## src/rtl/seq_sorter.sv

```systemverilog
// Serial-in / serial-out frame sorter: loads DEPTH words, sorts them in place by
// odd-even transposition (one phase per clock), then streams the sorted frame out.
module seq_sorter #(
    parameter int WIDTH = 8,
    parameter int DEPTH = 4
) (
    input  logic             clk,
    input  logic             rst,
    input  logic             in_valid,
    output logic             in_ready,
    input  logic [WIDTH-1:0] in_data,
    input  logic             desc,
    output logic             out_valid,
    input  logic             out_ready,
    output logic [WIDTH-1:0] out_data,
    output logic             out_last,
    output logic             busy
);

    localparam int CW = $clog2(DEPTH + 1);
    localparam int IW = $clog2(DEPTH);
    localparam logic [CW-1:0] LAST = CW'(DEPTH - 1);

    typedef enum logic [1:0] {S_LOAD, S_SORT, S_OUT} state_t;

    state_t           state_q, state_d;
    logic [CW-1:0]    wr_cnt_q, wr_cnt_d;
    logic [CW-1:0]    ph_q, ph_d;
    logic [CW-1:0]    rd_cnt_q, rd_cnt_d;
    logic             mode_q, mode_d;
    logic             out_valid_q, out_valid_d;
    logic [WIDTH-1:0] out_data_q, out_data_d;
    logic             out_last_q, out_last_d;
    logic [WIDTH-1:0] data_q [DEPTH];
    logic [WIDTH-1:0] data_d [DEPTH];

    assign in_ready  = (state_q == S_LOAD) && !rst;
    assign busy      = (state_q != S_LOAD);
    assign out_valid = out_valid_q;
    assign out_data  = out_data_q;
    assign out_last  = out_last_q;

    always_comb begin
        state_d  = state_q;
        wr_cnt_d = wr_cnt_q;
        ph_d     = ph_q;
        rd_cnt_d = rd_cnt_q;
        mode_d   = mode_q;
        data_d   = data_q;

        case (state_q)
            S_LOAD: begin
                if (in_valid && in_ready) begin
                    data_d[wr_cnt_q[IW-1:0]] = in_data;
                    if (wr_cnt_q == '0) begin
                        mode_d = desc;
                    end
                    if (wr_cnt_q == LAST) begin
                        wr_cnt_d = '0;
                        ph_d     = '0;
                        state_d  = S_SORT;
                    end else begin
                        wr_cnt_d = wr_cnt_q + 1'b1;
                    end
                end
            end
            S_SORT: begin
                // Pairs start at even indices on even phases, odd indices on odd phases.
                for (int unsigned i = 0; i < DEPTH - 1; i++) begin
                    if (i[0] == ph_q[0]) begin
                        if (mode_q ? (data_q[i] < data_q[i+1]) : (data_q[i] > data_q[i+1])) begin
                            data_d[i]   = data_q[i+1];
                            data_d[i+1] = data_q[i];
                        end
                    end
                end
                if (ph_q == LAST) begin
                    rd_cnt_d = '0;
                    state_d  = S_OUT;
                end else begin
                    ph_d = ph_q + 1'b1;
                end
            end
            S_OUT: begin
                if (out_ready) begin
                    if (rd_cnt_q == LAST) begin
                        rd_cnt_d = '0;
                        state_d  = S_LOAD;
                    end else begin
                        rd_cnt_d = rd_cnt_q + 1'b1;
                    end
                end
            end
            default: state_d = S_LOAD;
        endcase

        // Output registers look ahead at the post-update array so the first word is
        // already valid in the cycle the block enters OUT.
        out_valid_d = (state_d == S_OUT);
        out_data_d  = out_valid_d ? data_d[rd_cnt_d[IW-1:0]] : '0;
        out_last_d  = out_valid_d && (rd_cnt_d == LAST);
    end

    always_ff @(posedge clk) begin
        if (rst) begin
            state_q     <= S_LOAD;
            wr_cnt_q    <= '0;
            ph_q        <= '0;
            rd_cnt_q    <= '0;
            mode_q      <= 1'b0;
            out_valid_q <= 1'b0;
            out_data_q  <= '0;
            out_last_q  <= 1'b0;
        end else begin
            state_q     <= state_d;
            wr_cnt_q    <= wr_cnt_d;
            ph_q        <= ph_d;
            rd_cnt_q    <= rd_cnt_d;
            mode_q      <= mode_d;
            out_valid_q <= out_valid_d;
            out_data_q  <= out_data_d;
            out_last_q  <= out_last_d;
        end
    end

    always_ff @(posedge clk) begin
        data_q <= data_d;
    end

endmodule

```

## config.mk

```make
export PLATFORM = sky130hd
export DESIGN_NAME = seq_sorter
export DESIGN_NICKNAME = d
export VERILOG_FILES = /design/src/rtl/seq_sorter.sv
export SDC_FILE = /design/constraint.sdc
export NUM_CORES = 1
export LEC_CHECK = 0
export ABC_CLOCK_PERIOD_IN_PS = 3100
export CAP_MARGIN = 20
export CORE_ASPECT_RATIO = 0.75
export CORE_MARGIN = 2
export CORE_UTILIZATION = 45
export CTS_BUF_LIST = sky130_fd_sc_hd__clkbuf_4 sky130_fd_sc_hd__clkbuf_8
export DETAILED_ROUTE_END_ITERATION = 10
export GPL_ROUTABILITY_DRIVEN = 0
export GPL_TIMING_DRIVEN = 1
export PLACE_DENSITY = 0.65
export SYNTH_ARGS = -nofsm -noshare
export SYNTH_HDL_FRONTEND = slang
export SYNTH_SLANG_ARGS = --single-unit
export TNS_END_PERCENT = 100
```

## constraint.sdc

```tcl
create_clock -name clk -period 3.1 [get_ports clk]
set_input_delay 0.62 -clock clk [delete_from_list [all_inputs] [get_ports clk]]
set_output_delay 0.62 -clock clk [all_outputs]
set_load 0.05 [all_outputs]
```

==> metrics.txt, run 1 <==
RSZ-0062 raised after global routing=no; Post-DRT Antenna Nets=0; initial DRC count=475; WHS Path Cells=2; fmax=337.8 MHz; share of layout cells above drive strength 1=0.1250; register area share after synthesis=0.2475; worst r2r dst=out_data[3]; die extent in y=89.32 µm; synthesized area=4368 µm²; placed cells=724; largest area contributor in the netlist=dfxtp_1; YS warnings=0; largest net degree at the start of global routing=34; hold violation total from the final report=0; CP delay by family, top=compound AO/OA/AOI/OAI gates; outcome=completed; Clock Tree Root=clkbuf_8; total global-route track usage=0.2620; vias in the first global route=4386; # fillers=939; Min Clock Period, post-route=2960 ps; DRC viols=0; first-pass GRT wire length=22.03 mm; Startpoint Class=flip-flop; R2R Setup Slk=140 ps; synth top area cells=dfxtp_1, ha_1, a21oi_1; Non-Filler Instances=732; Core ar.=9542 µm²; leakage=0.002183 µW; CP bufs+invs=2; crit path max fanout=14; Via density=6.112; maximum VDD drop=0.3123 mV; H-tree depth=2; Synth Flop Type=dfxtp_1; Worst path slowest cell=a2111oi_2; Netlist cell types=57; CP arrival=3160 ps; Hold Path Class=flip-flop to flip-flop; worst skew pair latency=330 ps; most frequent cell after synthesis=dfxtp_1; Clock Path Buffers=2; Crit path largest cell delay=410 ps; MaxCap Viol Count=0; die area=10520 µm²; Worst EP required=3300 ps; Final Skew=11.87 ps; Nets=647; setup bufs post-CTS=0; Fin Setup TNS=0 ps; Syn Inst Count=561; Max-slew headroom=0.6409; Slew @ Worst Pin=536.9 ps; Hold Path Origin=ph_q[1]; CP endpoint kind=flip-flop; total wire length=13.46 mm; initial antenna violation count=0; IO Count=25; critical path type=flip-flop to flip-flop; Worst Reg-to-Reg Cells=11; synthesized net count=609; Num CTS Buffers=5; Worst Setup SP=data_q[23]; DP HPWL=10.14 mm; starting density of the core=0.4578; ant diodes=0; clock transition at the registers of the reported paths=120 ps; asr flop ratio synth=0; Hold Path End=ph_q[1]; critical-path cell list=inv_1, ha_1, nand4_1, or2_0, a211oi_2, a311oi_2, or2_1, buf_12, mux2_1, a2111oi_2, o32ai_1; reg2reg start=data_q[23]; WL/cell=18.38 µm; Port-buffer cells=24; Max Slew Vio Count=0; PwrDens=770.8 nW/µm²; Post-synth top cells=dfxtp_1, nand2_1, inv_1, nor2_1, a21oi_1; via count=4474; final setup vio count=0; Mean Syn Cell Area=7.786 µm²; TritonCTS clock tree=done; CTS sink count=54; First-pass DRT Iterations=5; overflow left after global routing=0; top cell type's share of synthesized area=0.2475; final worst-path cycle share=0.9549; Area Overhead vs Synth=18.42%; chip width=117.8 µm; Row Count=31; EDFF count, synth=0; Seq cells post-synth=54
-- worst max-delay path by stage --
stage               slack [ps]     endpoint  cells past startpoint
floorplan                  220  out_data[5]                     12
global placement           -80  out_data[3]                     11
detailed placement        -110  out_data[3]                     11
CTS                         40  out_data[3]                     11
global route                20  out_data[1]                     11
finish                     140  out_data[3]                     11
-- kinds of logic (layout without fill, tap and decap cells) --
logic type               Yosys count  in the layout  synth area share
AND/OR/NAND/NOR                  181            181            0.2103
adder cells (fa/ha/maj)           35             35            0.1003
multiplexers                      32             32           0.08020
buffers and inverters             77            116           0.07104
AO/OA/AOI/OAI                    182            182            0.2907
flip-flops                        54             54            0.2475
-- metal layers --
layer,up-vias,track usage,part of all wire
li1,2159,-,-
met1,2134,0.3510,0.47
met2,157,0.4397,0.45
met3,24,0.03699,0.059
met4,0,0.08981,0.019
met5,-,0,0
-- repair_timing --
| action | in CTS | in global routing |
|---|---|---|
| gates resized for setup | 6 | 7 |
| hold buffers | 0 | 0 |
| pin swaps | 0 | 1 |
| gates cloned | 0 | 0 |
| endpoints found under the setup margin | 4 | 6 |
-- power breakdown --
| group | switching (µW) | internal (µW) | leakage (µW) | total, µW |
|---|---|---|---|---|
| Combinational | 1260 | 1000 | 0.00166 | 2270 |
| Clock | 270 | 345 | 0.0000714 | 615 |
| Sequential | 229 | 876 | 0.000447 | 1110 |
-- final cells by class --
cell class / instances / area [µm²] / share of cell area
Tap cell: 132 / 165.2 / 0.03193
Timing Repair Buffer: 64 / 575.6 / 0.1113
Sequential cell: 54 / 1081 / 0.2090
Inverter: 44 / 165.2 / 0.03193
Clock buffer: 6 / 82.58 / 0.01597
Clock inverter: 2 / 60.06 / 0.01161
Multi-Input combinational cell: 430 / 3043 / 0.5883
-- state kept, by name (all words and copies together) (netlist names), 2 cells and up --
name and flops:
rd_cnt_q 3, wr_cnt_q 3, out_data 8, data_q 32, ph_q 3, state_q 2
-- stage by stage --
stage / setup WS (ps) / util / area [µm²] / hold slack [ps] / total power [µW]
after global placement: -76.87 / 0.5206 / 4967 / 458.7 / 3193
after detailed placement: -110.5 / 0.5206 / 4967 / 475.1 / 3274
after global routing: 17.65 / 0.5421 / 5172 / 539.1 / 4290
after CTS: 38.62 / 0.5371 / 5125 / 490.2 / 3907
final: 139.8 / 0.5421 / 5172 / 490.2 / 3987
after floorplan: 222.5 / - / 4368 / 450.0 / 2618
-- worst min-delay path, stage by stage (launching register included) --
cell and delay (ps):
dfxtp_1 330, nand2b_1 70, a21oi_1 60
-- cells in the final DEF (no fill, tap or decap), types with 4 or more instances in the layout --
cell type | Yosys | routed
ha_1 | 35 | 34
nor3_1 | 6 | 6
mux2_1 | 4 | 4
o221a_1 | 7 | 7
and3_1 | 16 | 16
nand2b_1 | 10 | 10
nand3_1 | 20 | 20
a31oi_1 | 4 | 4
nor2b_1 | 7 | 7
a22oi_1 | 14 | 14
mux2i_1 | 17 | 17
a2111oi_2 | 3 | 6
inv_1 | 43 | 43
a211oi_1 | 6 | 6
nand2_1 | 44 | 44
o21ai_1 | 18 | 18
o21ai_0 | 22 | 22
o211ai_1 | 13 | 13
nor2_1 | 43 | 43
nand4_1 | 7 | 7
clkbuf_8 | 0 | 6
a221oi_1 | 6 | 6
a211o_1 | 10 | 10
dfxtp_1 | 54 | 54
o32ai_1 | 7 | 7
o2111ai_1 | 8 | 8
and2_1 | 8 | 8
mux2_2 | 8 | 8
nand4b_1 | 7 | 7
buf_4 | 0 | 38
clkdlybuf4s50_1 | 0 | 23
a21oi_1 | 40 | 39
a21o_1 | 4 | 4
No activity file was read; power rests on OpenSTA's default activity.
==> run 2, diff against run 1 <==
Settings changed: ABC_CLOCK_PERIOD_IN_PS 3100 to 2550.
Clock period 3.1 ns to 2.55 ns, I/O delays scaled along.
==> metrics.txt, run 2 (same netlist as run 1, synthesis figures left out) <==
outcome=complete, but fails checks; failing checks=negative setup slack; via count=4971; final worst-path cycle share=1.102; Biggest register=data_q; WHS Path Cells=2; Comb power frac=0.693; DRC viols=0; Area Overhead vs Synth=41.91%; # fillers=817; Worst EP required=2760 ps; RSZ-0062 raised after global routing=yes; net switching power figure=2527 µW; overflow left after global routing=0; Multi-input gate area=3287 µm²; Worst Reg-to-Reg Cells=12; total global-route track usage=0.2737; largest net degree at the start of global routing=41; hold violation total from the final report=0; Hold Path Class=flip-flop to flip-flop; first-pass GRT wire length=23.12 mm; total wire length=14.75 mm; initial DRC count=459; register share of total power=0.206; Hold Slack=491.1 ps; TritonCTS clock tree=done; starting density of the core=0.4578; Port-buffer cells=24; Num CTS Buffers=5; Startpoint Class=flip-flop; leakage=0.002668 µW; max FFs per register=32; Min Clock Period, post-route=2809 ps; Via density=6.099; worst setup margin=-258.8 ps; Row Count=31; crit path max fanout=5; final setup vio count=18; critical path type=flip-flop to flip-flop; Core ar.=9542 µm²; register area=1097 µm²; Nets=730; MaxCap Viol Count=0; maximum VDD drop=0.7040 mV; Max Slew Vio Count=0; commonest non-fill, non-tap cells in the layout=buf_4, nand2_1, nor2_1, dfxtp_1, inv_1; post-route cell area=6198 µm²; Clock Tree Root=clkbuf_8; Post-DRT Antenna Nets=0; Slew @ Worst Pin=514.9 ps; PwrDens=997.4 nW/µm²; CP arrival=3020 ps; clock transition at the registers of the reported paths=120 ps; die extent in y=89.32 µm; share of layout cells above drive strength 1=0.2914; Clock Power Share=0.101; Power Internal=3655 µW; DP Worst Slack=-353.9 ps; CTS sink count=54; worst skew pair latency=340 ps; chip width=117.8 µm; Final Skew=20.09 ps; Clock Path Buffers=2; Max-slew headroom=0.6556; First-pass DRT Iterations=5; Post-DP Area=5629 µm²; switch share=0.4087; most common cell after layout, fill and taps aside=buf_4; WL/cell=18.10 µm; H-tree depth=2; CP endpoint kind=flip-flop; initial antenna violation count=0; die area=10520 µm²; vias in the first global route=4711; IO Count=25; fmax=356.0 MHz; ant diodes=0; DP HPWL=10.48 mm
run 2: changes by cell type in the layout (fill, tap and decap cells not counted), sizes merged:
| cell | before | now |
|---|---|---|
| clkdlybuf4s50 | 23 | 22 |
| clkinvlp | 0 | 1 |
| bufinv | 2 | 1 |
| clkbuf | 6 | 7 |
| buf | 41 | 124 |
run 2: final cells by class:
| class | instances | share of cell area |
|---|---|---|
| multi-input cells | 430 | 0.5303 |
| repair buffers | 147 | 0.2210 |
| flip-flops and latches | 54 | 0.1770 |
| inverters | 44 | 0.02665 |
| well taps | 132 | 0.02665 |
| clock buffers | 6 | 0.01231 |
| clock inverters | 2 | 0.006056 |
run 2: power groups by stage:
| stage | Clock (µW) | Sequential [µW] | Combinational (µW) |
|---|---|---|---|
| CTS | 637 | 1230 | 3610 |
| global placement | 0 | 1240 | 3250 |
| detailed placement | 0 | 1240 | 3320 |
| global route | 662 | 1300 | 4630 |
| floorplan | 0 | 1330 | 1920 |
| finish | 625 | 1270 | 4290 |
run 2: metrics by stage:
step | instances | TNS [ps] | utilization | total power, µW
after CTS | 803 | -1600 | 0.6234 | 5479
after floorplan | 561 | -655.0 | - | 3257
after detailed placement | 787 | -2537 | 0.5900 | 4564
after global placement | 787 | -1837 | 0.5900 | 4489
after global routing | 815 | -4744 | 0.6496 | 6590
final | 815 | -2211 | 0.6496 | 6182
run 2: final timing paths:
| path | start | end | slack [ps] |
|---|---|---|---|
| setup / recovery | data_q[22] | out_data[2] | -260 |
| hold / removal | ph_q[1] | ph_q[1] | 490 |
| setup reg to reg | data_q[22] | out_data[2] | -260 |
| hold reg to reg | ph_q[1] | ph_q[1] | 490 |
run 2: per-layer routing:
metal  track usage  part of all wire
met5             0                 0
met2        0.4535              0.46
met1        0.3643              0.45
met4        0.1095             0.026
met3       0.04082             0.071
run 2: critical path: stages, from the launching register on:
cell and delay (ps):
dfxtp_2 360, inv_2 40, ha_4 250, nand4_1 170
or2_1 270, a211oi_2 170, a311oi_2 80, or2_1 260
buf_12 140, buf_4 130, mux2_4 320, a2111oi_4 360
o32ai_1 110
run 2: timing repair:
| item | 4_1_cts | 5_1_grt |
|---|---|---|
| gates resized for setup | 24 | 33 |
| hold buffers | 0 | 0 |
| pin swaps | 21 | 13 |
| gates cloned | 0 | 1 |
| setup endpoints to repair | 15 | 25 |
| setup buffers | 8 | 12 |
